**src/rtl/dcache_tagv_ctrl_if.sv**
```systemverilog
// Bus bundle for the 2-way Dcache tag/valid sequencer.
// It carries the LSU request, the TagV array ports, the memory refill
// request channel and the response channel.
// The master modport is the sequencer's view. The slave modport is the view
// of the surrounding LSU, array and memory.
interface dcache_tagv_ctrl_if #(
    parameter int ADDR_WIDTH   = 4,
    parameter int TAG_WIDTH    = 25,
    parameter int OFFSET_WIDTH = 3,
    parameter int WAY          = 2
);
    // LSU request
    logic                                      req_valid;
    logic                                      req_ready;
    logic [ADDR_WIDTH-1:0]                     req_index;
    logic [TAG_WIDTH-1:0]                      req_tag;
    // TagV array
    logic [ADDR_WIDTH-1:0]                     TagV_addr_read;
    logic [TAG_WIDTH-1:0]                      TagV_din_compare;
    logic [WAY-1:0]                            hit;
    logic [ADDR_WIDTH-1:0]                     TagV_addr_write;
    logic [TAG_WIDTH-1:0]                      TagV_din_write;
    logic [WAY-1:0]                            TagV_we;
    // memory refill request
    logic                                      mem_rd_req;
    logic                                      mem_rd_ready;
    logic [TAG_WIDTH+ADDR_WIDTH+OFFSET_WIDTH-1:0] mem_rd_addr;
    logic                                      mem_rd_done;
    // response
    logic                                      resp_valid;
    logic                                      resp_ready;
    logic                                      resp_hit;
    logic                                      resp_way;

    modport master (
        input  req_valid, req_index, req_tag, hit, mem_rd_ready, mem_rd_done, resp_ready,
        output req_ready, TagV_addr_read, TagV_din_compare, TagV_addr_write,
               TagV_din_write, TagV_we, mem_rd_req, mem_rd_addr,
               resp_valid, resp_hit, resp_way
    );

    modport slave (
        output req_valid, req_index, req_tag, hit, mem_rd_ready, mem_rd_done, resp_ready,
        input  req_ready, TagV_addr_read, TagV_din_compare, TagV_addr_write,
               TagV_din_write, TagV_we, mem_rd_req, mem_rd_addr,
               resp_valid, resp_hit, resp_way
    );
endinterface

```
**src/rtl/dcache_tagv_ctrl.sv**
```systemverilog
// Sequencer for the 2-way Dcache tag/valid array.
// It handles one lookup at a time. On a miss it picks a victim way, issues
// the line refill to memory, and then writes the new tag into the victim way.
// Build option DCACHE_LRU_EN: when defined, each set keeps an LRU bit. When
// undefined, a single global bit that toggles on each refill picks the victim.
// Module parameters must match the interface parameters.
module dcache_tagv_ctrl #(
    parameter int ADDR_WIDTH   = 4,
    parameter int TAG_WIDTH    = 25,
    parameter int OFFSET_WIDTH = 3,
    parameter int WAY          = 2
) (
    input  logic                clk,
    input  logic                rstn,
    dcache_tagv_ctrl_if.master  bus
);

    typedef enum logic [2:0] {
        IDLE         = 3'd0,
        LOOKUP       = 3'd1,
        MISS         = 3'd2,
        REFILL_WAIT  = 3'd3,
        REFILL_WRITE = 3'd4,
        RESP         = 3'd5
    } state_t;

    state_t                 stateReg;
    state_t                 stateNext;
    logic [ADDR_WIDTH-1:0]  indexReg;
    logic [TAG_WIDTH-1:0]   tagReg;
    logic                   victimReg;
    logic                   respHitReg;
    logic                   respWayReg;
    logic                   victimPick;
    logic                   anyHit;
    logic                   hitWay;
    logic [WAY-1:0]         weNext;

    // Way 0 takes priority when both ways report a hit.
    assign anyHit = (bus.hit != '0);
    assign hitWay = ~bus.hit[0];

`ifdef DCACHE_LRU_EN
    // Each set keeps one bit that names the way not used most recently.
    logic [2**ADDR_WIDTH-1:0] lruReg;

    assign victimPick = lruReg[indexReg];

    // Point the set's LRU bit away from the way just hit or just refilled.
    always_ff @(posedge clk or negedge rstn) begin
        if (!rstn) begin
            lruReg <= '0;
        end else if (stateReg == LOOKUP && anyHit) begin
            lruReg[indexReg] <= ~hitWay;
        end else if (stateReg == REFILL_WRITE) begin
            lruReg[indexReg] <= ~victimReg;
        end
    end
`else
    // A single bit shared by all sets alternates the victim on every refill.
    logic victimCtrReg;

    assign victimPick = victimCtrReg;

    // Toggle the shared victim bit each time a refill writes a tag.
    always_ff @(posedge clk or negedge rstn) begin
        if (!rstn) begin
            victimCtrReg <= 1'b0;
        end else if (stateReg == REFILL_WRITE) begin
            victimCtrReg <= ~victimCtrReg;
        end
    end
`endif

    // State register. Reset abandons any outstanding refill.
    always_ff @(posedge clk or negedge rstn) begin
        if (!rstn) begin
            stateReg <= IDLE;
        end else begin
            stateReg <= stateNext;
        end
    end

    // Latch the accepted request, the chosen victim and the response fields.
    always_ff @(posedge clk or negedge rstn) begin
        if (!rstn) begin
            indexReg   <= '0;
            tagReg     <= '0;
            victimReg  <= 1'b0;
            respHitReg <= 1'b0;
            respWayReg <= 1'b0;
        end else begin
            case (stateReg)
                IDLE: begin
                    if (bus.req_valid) begin
                        indexReg <= bus.req_index;
                        tagReg   <= bus.req_tag;
                    end
                end
                LOOKUP: begin
                    if (anyHit) begin
                        respHitReg <= 1'b1;
                        respWayReg <= hitWay;
                    end else begin
                        victimReg <= victimPick;
                    end
                end
                REFILL_WRITE: begin
                    respHitReg <= 1'b0;
                    respWayReg <= victimReg;
                end
                default: ;
            endcase
        end
    end

    // Next-state logic plus the state-dependent outputs.
    // The array read address follows req_index while idle so that the
    // registered read data is ready in LOOKUP.
    always_comb begin
        stateNext          = stateReg;
        weNext             = '0;
        bus.req_ready      = 1'b0;
        bus.mem_rd_req     = 1'b0;
        bus.resp_valid     = 1'b0;
        bus.TagV_addr_read = indexReg;
        case (stateReg)
            IDLE: begin
                bus.req_ready      = 1'b1;
                bus.TagV_addr_read = bus.req_index;
                if (bus.req_valid) stateNext = LOOKUP;
            end
            LOOKUP: begin
                stateNext = anyHit ? RESP : MISS;
            end
            MISS: begin
                bus.mem_rd_req = 1'b1;
                if (bus.mem_rd_ready) stateNext = REFILL_WAIT;
            end
            REFILL_WAIT: begin
                if (bus.mem_rd_done) stateNext = REFILL_WRITE;
            end
            REFILL_WRITE: begin
                weNext[victimReg] = 1'b1;
                stateNext         = RESP;
            end
            RESP: begin
                bus.resp_valid = 1'b1;
                if (bus.resp_ready) stateNext = IDLE;
            end
            default: stateNext = IDLE;
        endcase
    end

    assign bus.TagV_we          = weNext;
    assign bus.TagV_din_compare = tagReg;
    assign bus.TagV_addr_write  = indexReg;
    assign bus.TagV_din_write   = tagReg;
    assign bus.mem_rd_addr      = {tagReg, indexReg, {OFFSET_WIDTH{1'b0}}};
    assign bus.resp_hit         = respHitReg;
    assign bus.resp_way         = respWayReg;

endmodule

```
**src/flat_wrapper.sv**
```systemverilog
// flat-port wrapper written by rule: the top's interface ports become plain ports
module dcache_tagv_ctrl_flat 
#(
    parameter int ADDR_WIDTH   = 4,
    parameter int TAG_WIDTH    = 25,
    parameter int OFFSET_WIDTH = 3,
    parameter int WAY          = 2
)
  (clk, rstn, bus_req_valid, bus_req_index, bus_req_tag, bus_hit, bus_mem_rd_ready, bus_mem_rd_done, bus_resp_ready, bus_req_ready, bus_TagV_addr_read, bus_TagV_din_compare, bus_TagV_addr_write, bus_TagV_din_write, bus_TagV_we, bus_mem_rd_req, bus_mem_rd_addr, bus_resp_valid, bus_resp_hit, bus_resp_way);
  dcache_tagv_ctrl_if #(.ADDR_WIDTH(ADDR_WIDTH), .TAG_WIDTH(TAG_WIDTH), .OFFSET_WIDTH(OFFSET_WIDTH), .WAY(WAY)) bus_i ();
  input  logic clk;
  input  logic rstn;
  input wire logic [$bits(bus_i.req_valid)-1:0] bus_req_valid;
  input wire logic [$bits(bus_i.req_index)-1:0] bus_req_index;
  input wire logic [$bits(bus_i.req_tag)-1:0] bus_req_tag;
  input wire logic [$bits(bus_i.hit)-1:0] bus_hit;
  input wire logic [$bits(bus_i.mem_rd_ready)-1:0] bus_mem_rd_ready;
  input wire logic [$bits(bus_i.mem_rd_done)-1:0] bus_mem_rd_done;
  input wire logic [$bits(bus_i.resp_ready)-1:0] bus_resp_ready;
  output wire logic [$bits(bus_i.req_ready)-1:0] bus_req_ready;
  output wire logic [$bits(bus_i.TagV_addr_read)-1:0] bus_TagV_addr_read;
  output wire logic [$bits(bus_i.TagV_din_compare)-1:0] bus_TagV_din_compare;
  output wire logic [$bits(bus_i.TagV_addr_write)-1:0] bus_TagV_addr_write;
  output wire logic [$bits(bus_i.TagV_din_write)-1:0] bus_TagV_din_write;
  output wire logic [$bits(bus_i.TagV_we)-1:0] bus_TagV_we;
  output wire logic [$bits(bus_i.mem_rd_req)-1:0] bus_mem_rd_req;
  output wire logic [$bits(bus_i.mem_rd_addr)-1:0] bus_mem_rd_addr;
  output wire logic [$bits(bus_i.resp_valid)-1:0] bus_resp_valid;
  output wire logic [$bits(bus_i.resp_hit)-1:0] bus_resp_hit;
  output wire logic [$bits(bus_i.resp_way)-1:0] bus_resp_way;
  assign bus_i.req_valid = bus_req_valid;
  assign bus_i.req_index = bus_req_index;
  assign bus_i.req_tag = bus_req_tag;
  assign bus_i.hit = bus_hit;
  assign bus_i.mem_rd_ready = bus_mem_rd_ready;
  assign bus_i.mem_rd_done = bus_mem_rd_done;
  assign bus_i.resp_ready = bus_resp_ready;
  assign bus_req_ready = bus_i.req_ready;
  assign bus_TagV_addr_read = bus_i.TagV_addr_read;
  assign bus_TagV_din_compare = bus_i.TagV_din_compare;
  assign bus_TagV_addr_write = bus_i.TagV_addr_write;
  assign bus_TagV_din_write = bus_i.TagV_din_write;
  assign bus_TagV_we = bus_i.TagV_we;
  assign bus_mem_rd_req = bus_i.mem_rd_req;
  assign bus_mem_rd_addr = bus_i.mem_rd_addr;
  assign bus_resp_valid = bus_i.resp_valid;
  assign bus_resp_hit = bus_i.resp_hit;
  assign bus_resp_way = bus_i.resp_way;
  dcache_tagv_ctrl #(.ADDR_WIDTH(ADDR_WIDTH), .TAG_WIDTH(TAG_WIDTH), .OFFSET_WIDTH(OFFSET_WIDTH), .WAY(WAY)) u_core (.clk(clk), .rstn(rstn), .bus(bus_i));
endmodule
```
**config.mk**
```make
export PLATFORM = sky130hd
export DESIGN_NAME = dcache_tagv_ctrl_flat
export DESIGN_NICKNAME = d
export VERILOG_FILES = /design/src/rtl/dcache_tagv_ctrl_if.sv /design/src/rtl/dcache_tagv_ctrl.sv /design/src/flat_wrapper.sv
export SDC_FILE = /design/constraint.sdc
export NUM_CORES = 1
export LEC_CHECK = 0
export CORE_MARGIN = 2
export CORE_UTILIZATION = 34
export DETAILED_ROUTE_END_ITERATION = 10
export PLACE_DENSITY = 0.77
export SLEW_MARGIN = 10
export SYNTH_ARGS = -nofsm -noshare
export SYNTH_HDL_FRONTEND = slang
export SYNTH_SLANG_ARGS = --single-unit
```
**constraint.sdc**
```tcl
create_clock -name clk -period 1.71 [get_ports clk]
set_input_delay 0.4275 -clock clk [delete_from_list [all_inputs] [get_ports clk]]
set_output_delay 0.4275 -clock clk [all_outputs]
set_load 0.005 [all_outputs]
```
### After elaboration in Yosys (flattened, before gate mapping)

Cells that the tools add are included.
Widths: inputs -> output; s select.

* $lt $le $gt $ge: 2
* equal/unequal tests: 10
* muxes and demuxes: 17
* bitwise operators: 3
* reductions and logical operators: 8

Operator list (number)
* $pmux 3 s6: 1
* $mux 3: 5
* $ne 2x2->1 const B: 4
* $eq 3x2->1 const B: 2
* $eq 3x3->1 const B: 2
* $mux 1: 6
* $reduce_and 2->1: 3
* $mux 4: 1
* $pmux 1 s2: 2
* $reduce_and 4->1: 1
* $reduce_bool 2->1: 2
* $eq 3x1->1 const B: 1
* $logic_not 3->1: 1
* $not 1->1: 3
* $lt 1x2->1 const B: 1
* $mux 2: 1
* $ne 2x1->1 const B: 1
* $demux 1 s1: 1
* $ge 1x1->1 const B: 1
* $logic_and 1x1->1: 1

* flip-flop bits (word level): 36
* input port bits: 37
* output and inout port bits: 97
* logic and storage cells: 47

### Logic depth before layout (Yosys ltp)

* depth after elaboration: 5
* gate-level depth with buffers: 6
* mapped depth without buffers: 3

### Least setup slack after synthesis

Ideal clock, no wire load.

* kind: register to output
* start: register u_core.stateReg[0]
* end: output port bus_TagV_we[1]
* arrival: 1194 ps
* required time: 1282 ps
* slack: 89 ps
* stages on the path, launching flop included: 4
* buffers on the path: 1
* cells stage by stage: dfrtp_1 > clkbuf_1 > nor3b_1 > and2_1

* longest elaborated chain between the ends: 2

Ends and longest elaborated chain
* start: declaration: line dcache_tagv_ctrl.sv:27 `state_t stateReg;`
* start signal: assignment: line dcache_tagv_ctrl.sv:80 `stateReg <= stateNext;`
* $eq 3x3->1: line dcache_tagv_ctrl.sv:127 `case (stateReg)`
* $mux 2: line dcache_tagv_ctrl.sv:127
* end: declaration: line flat_wrapper.sv:25 `output wire logic [$bits(bus_i.TagV_we)-1:0] bus_TagV_we;`

No other way between the ends.

### Worst setup path after layout

* start: register u_core.stateReg[0]
* end: output port bus_TagV_addr_read[1]

* longest elaborated chain between the ends: 2

Ends and longest elaborated chain
* $logic_not 3->1: line dcache_tagv_ctrl.sv:127
* $mux 4: line dcache_tagv_ctrl.sv:127
* end: declaration: line flat_wrapper.sv:21 `output wire logic [$bits(bus_i.TagV_addr_read)-1:0] bus_TagV_addr_read;`

No other way between the ends.

==> impl_metrics.json <==
{
  "die_h_um": 81.4,
  "gp_congestion": 0.702,
  "finalHoldViolCount": 0,
  "dieArea_sq_um": 6630,
  "netlist_area_sq_um": 2040,
  "violations": "negative setup slack",
  "drt_iter0_drc": 34,
  "detail-route-antenna-nets": 0,
  "nets": 306,
  "antenna_found_initial": 0,
  "path_class": "register to output pin",
  "die-width_um": 81.4,
  "regArea_sq_um": 901,
  "final_cell_mix": "116 x clkdlybuf4s50_1, 36 x dfrtp_1, 20 x mux2_2",
  "cts_tree": "done",
  "placed_cell_area_sq_um": 3120,
  "leakagePower_nw": 1.48,
  "final_common_cell": "clkdlybuf4s50_1",
  "track_usage": 0.141,
  "layout.cells.non_filler": 345,
  "ys_warn_count": 0,
  "first_pass_iters": 4,
  "wire_per_inst_um": 13.5,
  "cts-root-buf": "clkbuf_8",
  "place_ws_ns": -0.304,
  "port-buffer-count": 130,
  "grt_pass1_vias": 1474,
  "clkTransAtPathRegs_ns": 0.07,
  "drc": 0,
  "cts_max_level": 2,
  "setup_ws_ns": -0.245,
  "rows": 28,
  "multiInputGateArea_sq_um": 699,
  "viasPerCell": 4.41,
  "vias": 1523,
  "design_area_sq_um": 3380,
  "max_cap_viol_count": 0,
  "crit_arrival_ns": 1.53,
  "syn-instance-count": 168,
  "coreArea_sq_um": 5850,
  "skew_ns": 0.00503,
  "finalSetupTns_ns": -1.26,
  "dp_hpwl_um": 3540,
  "ir_worst_vdd_mv": 0.920,
  "dp.cells": 329,
  "timing.hold.ws_ns": 0.0416,
  "synth_top_area_cell": "dfrtp_1",
  "cts_sinks": 36,
  "fillers": 476,
  "synth_top_cell_area_share": 0.442,
  "wl_um": 4670,
  "ioPinCount": 134,
  "synth_cell_types": 26,
  "synth_area_leaders": "dfrtp_1 44%, buf_4 21%, mux2_2 13%, mux2_4 7.4%, nor3b_1 2.2%",
  "fin_crit_ns": 1.96,
  "grt_first_pass_wirelength_um": 7100,
  "rrSetupSlack_ns": 0.10,
  "p_per_area_nw_per_um2": 1980,
  "clock_path_buffers": 2,
  "start_kind": "register",
  "setup_viol": 9,
  "drive_gt1_frac": 0.315,
  "status": "complete, but fails checks",
  "seq_area_frac_synth": 0.442,
  "clk_latency_ns": 0.28,
  "synth_seq_cells": 36,
  "postSynthAreaPerCell_sq_um": 12.1,
  "fmaxAchievable_mhz": 511,
  "grt_start_max_net_pins": 22,
  "crit_fanout": 6,
  "overflow": 0,
  "num_antenna_cells": 0,
  "drv_slew": 0,
  "required_ns": 1.28,
  "start_util": 0.348,
  "finalCritPeriodShare": 1.14,
  "end_kind": "output pin",
  "rsz0062_at_grt": "true",
  "reg2reg_depth": 6,
  "cts_buffers": 5,
  "syn_to_final_growth_pct": 66.2,
  "hold_class": "input port to asynchronous set/reset pin"
}
-- state kept, by name, indices dropped and copies added (netlist names) --
signal	cells
u_core.bus.resp_way	1
u_core.stateReg	3
u_core.bus.TagV_din_compare	25
u_core.victimReg	1
u_core.bus.resp_hit	1
u_core.bus.TagV_addr_write	4
u_core.victimCtrReg	1
-- metrics by stage --
step,utilization,power [mW]
after floorplan,-,3.79
after global placement,0.533,5.59
after detailed placement,0.533,5.68
after CTS,0.573,6.76
after global routing,0.578,7.16
final,0.578,6.70
-- path summary, 6_finish.rpt --
check / start / end
worst max register to register: u_core.stateReg[0] / u_core.bus.TagV_din_compare[22]
min in group clk: u_core.victimCtrReg / u_core.victimCtrReg
worst min register to register: u_core.victimCtrReg / u_core.victimCtrReg
worst min-delay path: rstn / u_core.bus.TagV_din_compare[15]
max in group asynchronous: rstn / u_core.bus.TagV_addr_write[1]
worst max-delay path: u_core.stateReg[0] / bus_TagV_addr_read[1]
-- cells in the mapped netlist (all sizes together) --
| cell type | number |
|---|---|
| buf | 61 |
| dfrtp | 36 |
| mux2 | 34 |
| nor3b | 6 |
| nand2 | 4 |
| o21ai | 4 |
| nor2 | 3 |
| a21o | 2 |
| a21oi | 2 |
| and2 | 2 |
| clkbuf | 2 |
| inv | 2 |
| a211oi | 1 |
| a31o | 1 |
| conb | 1 |
| nand2b | 1 |
| nor2b | 1 |
| nor3 | 1 |
| nor4b | 1 |
| o211ai | 1 |
| o22a | 1 |
| xor2 | 1 |
-- cell families (layout without fill, tap and decap cells) --
group                  Yosys count  count (layout)  share of synthesized area
other                            1               3                    0.00184
AND/OR/NAND/NOR                 19              19                     0.0608
XOR/XNOR                         1               1                    0.00430
AO/OA/AOI/OAI                   12              12                     0.0381
multiplexers                    34              34                      0.206
flip-flops                      36              36                      0.442
buffers and inverters           65             165                      0.246
-- worst max-delay path: stages, from the launching register on --
cell and delay (ns):
dfrtp_1 0.40, buf_6 0.13, nor3_4 0.15, buf_12 0.15
mux2_4 0.30, buf_6 0.12
-- routing by layer --
layer  GRT usage  vias to the layer above  wire length [um]
li1            -                      698                 -
met2       0.266                       87              2450
met1       0.148                      736              1710
met4      0.0305                        0                13
met3      0.0511                        2               489
met5           0                        -                 0
-- area by class of cell --
type / count / share of cell area
timing repair buffer: 155 / 0.460
sequential: 36 / 0.266
multi-input combinational: 69 / 0.207
clock buffer: 7 / 0.0285
tap: 75 / 0.0277
clock inverter: 1 / 0.00887
inverter: 2 / 0.00222
-- repair_timing --
action | CTS | global route
gates resized for setup | 56 | 5
buffers inserted | 7 | 2
setup endpoints to repair | 9 | 15
hold buffers | 0 | 0
pin swaps | 4 | 2
-- power breakdown --
group / internal [mW] / switching [mW] / total, mW
sequential: 1.29 / 0.420 / 1.71
clock: 0.514 / 0.291 / 0.806
combinational: 3.01 / 1.17 / 4.18
total: 4.82 / 1.88 / 6.70
No activity file was read; power rests on OpenSTA's default activity.
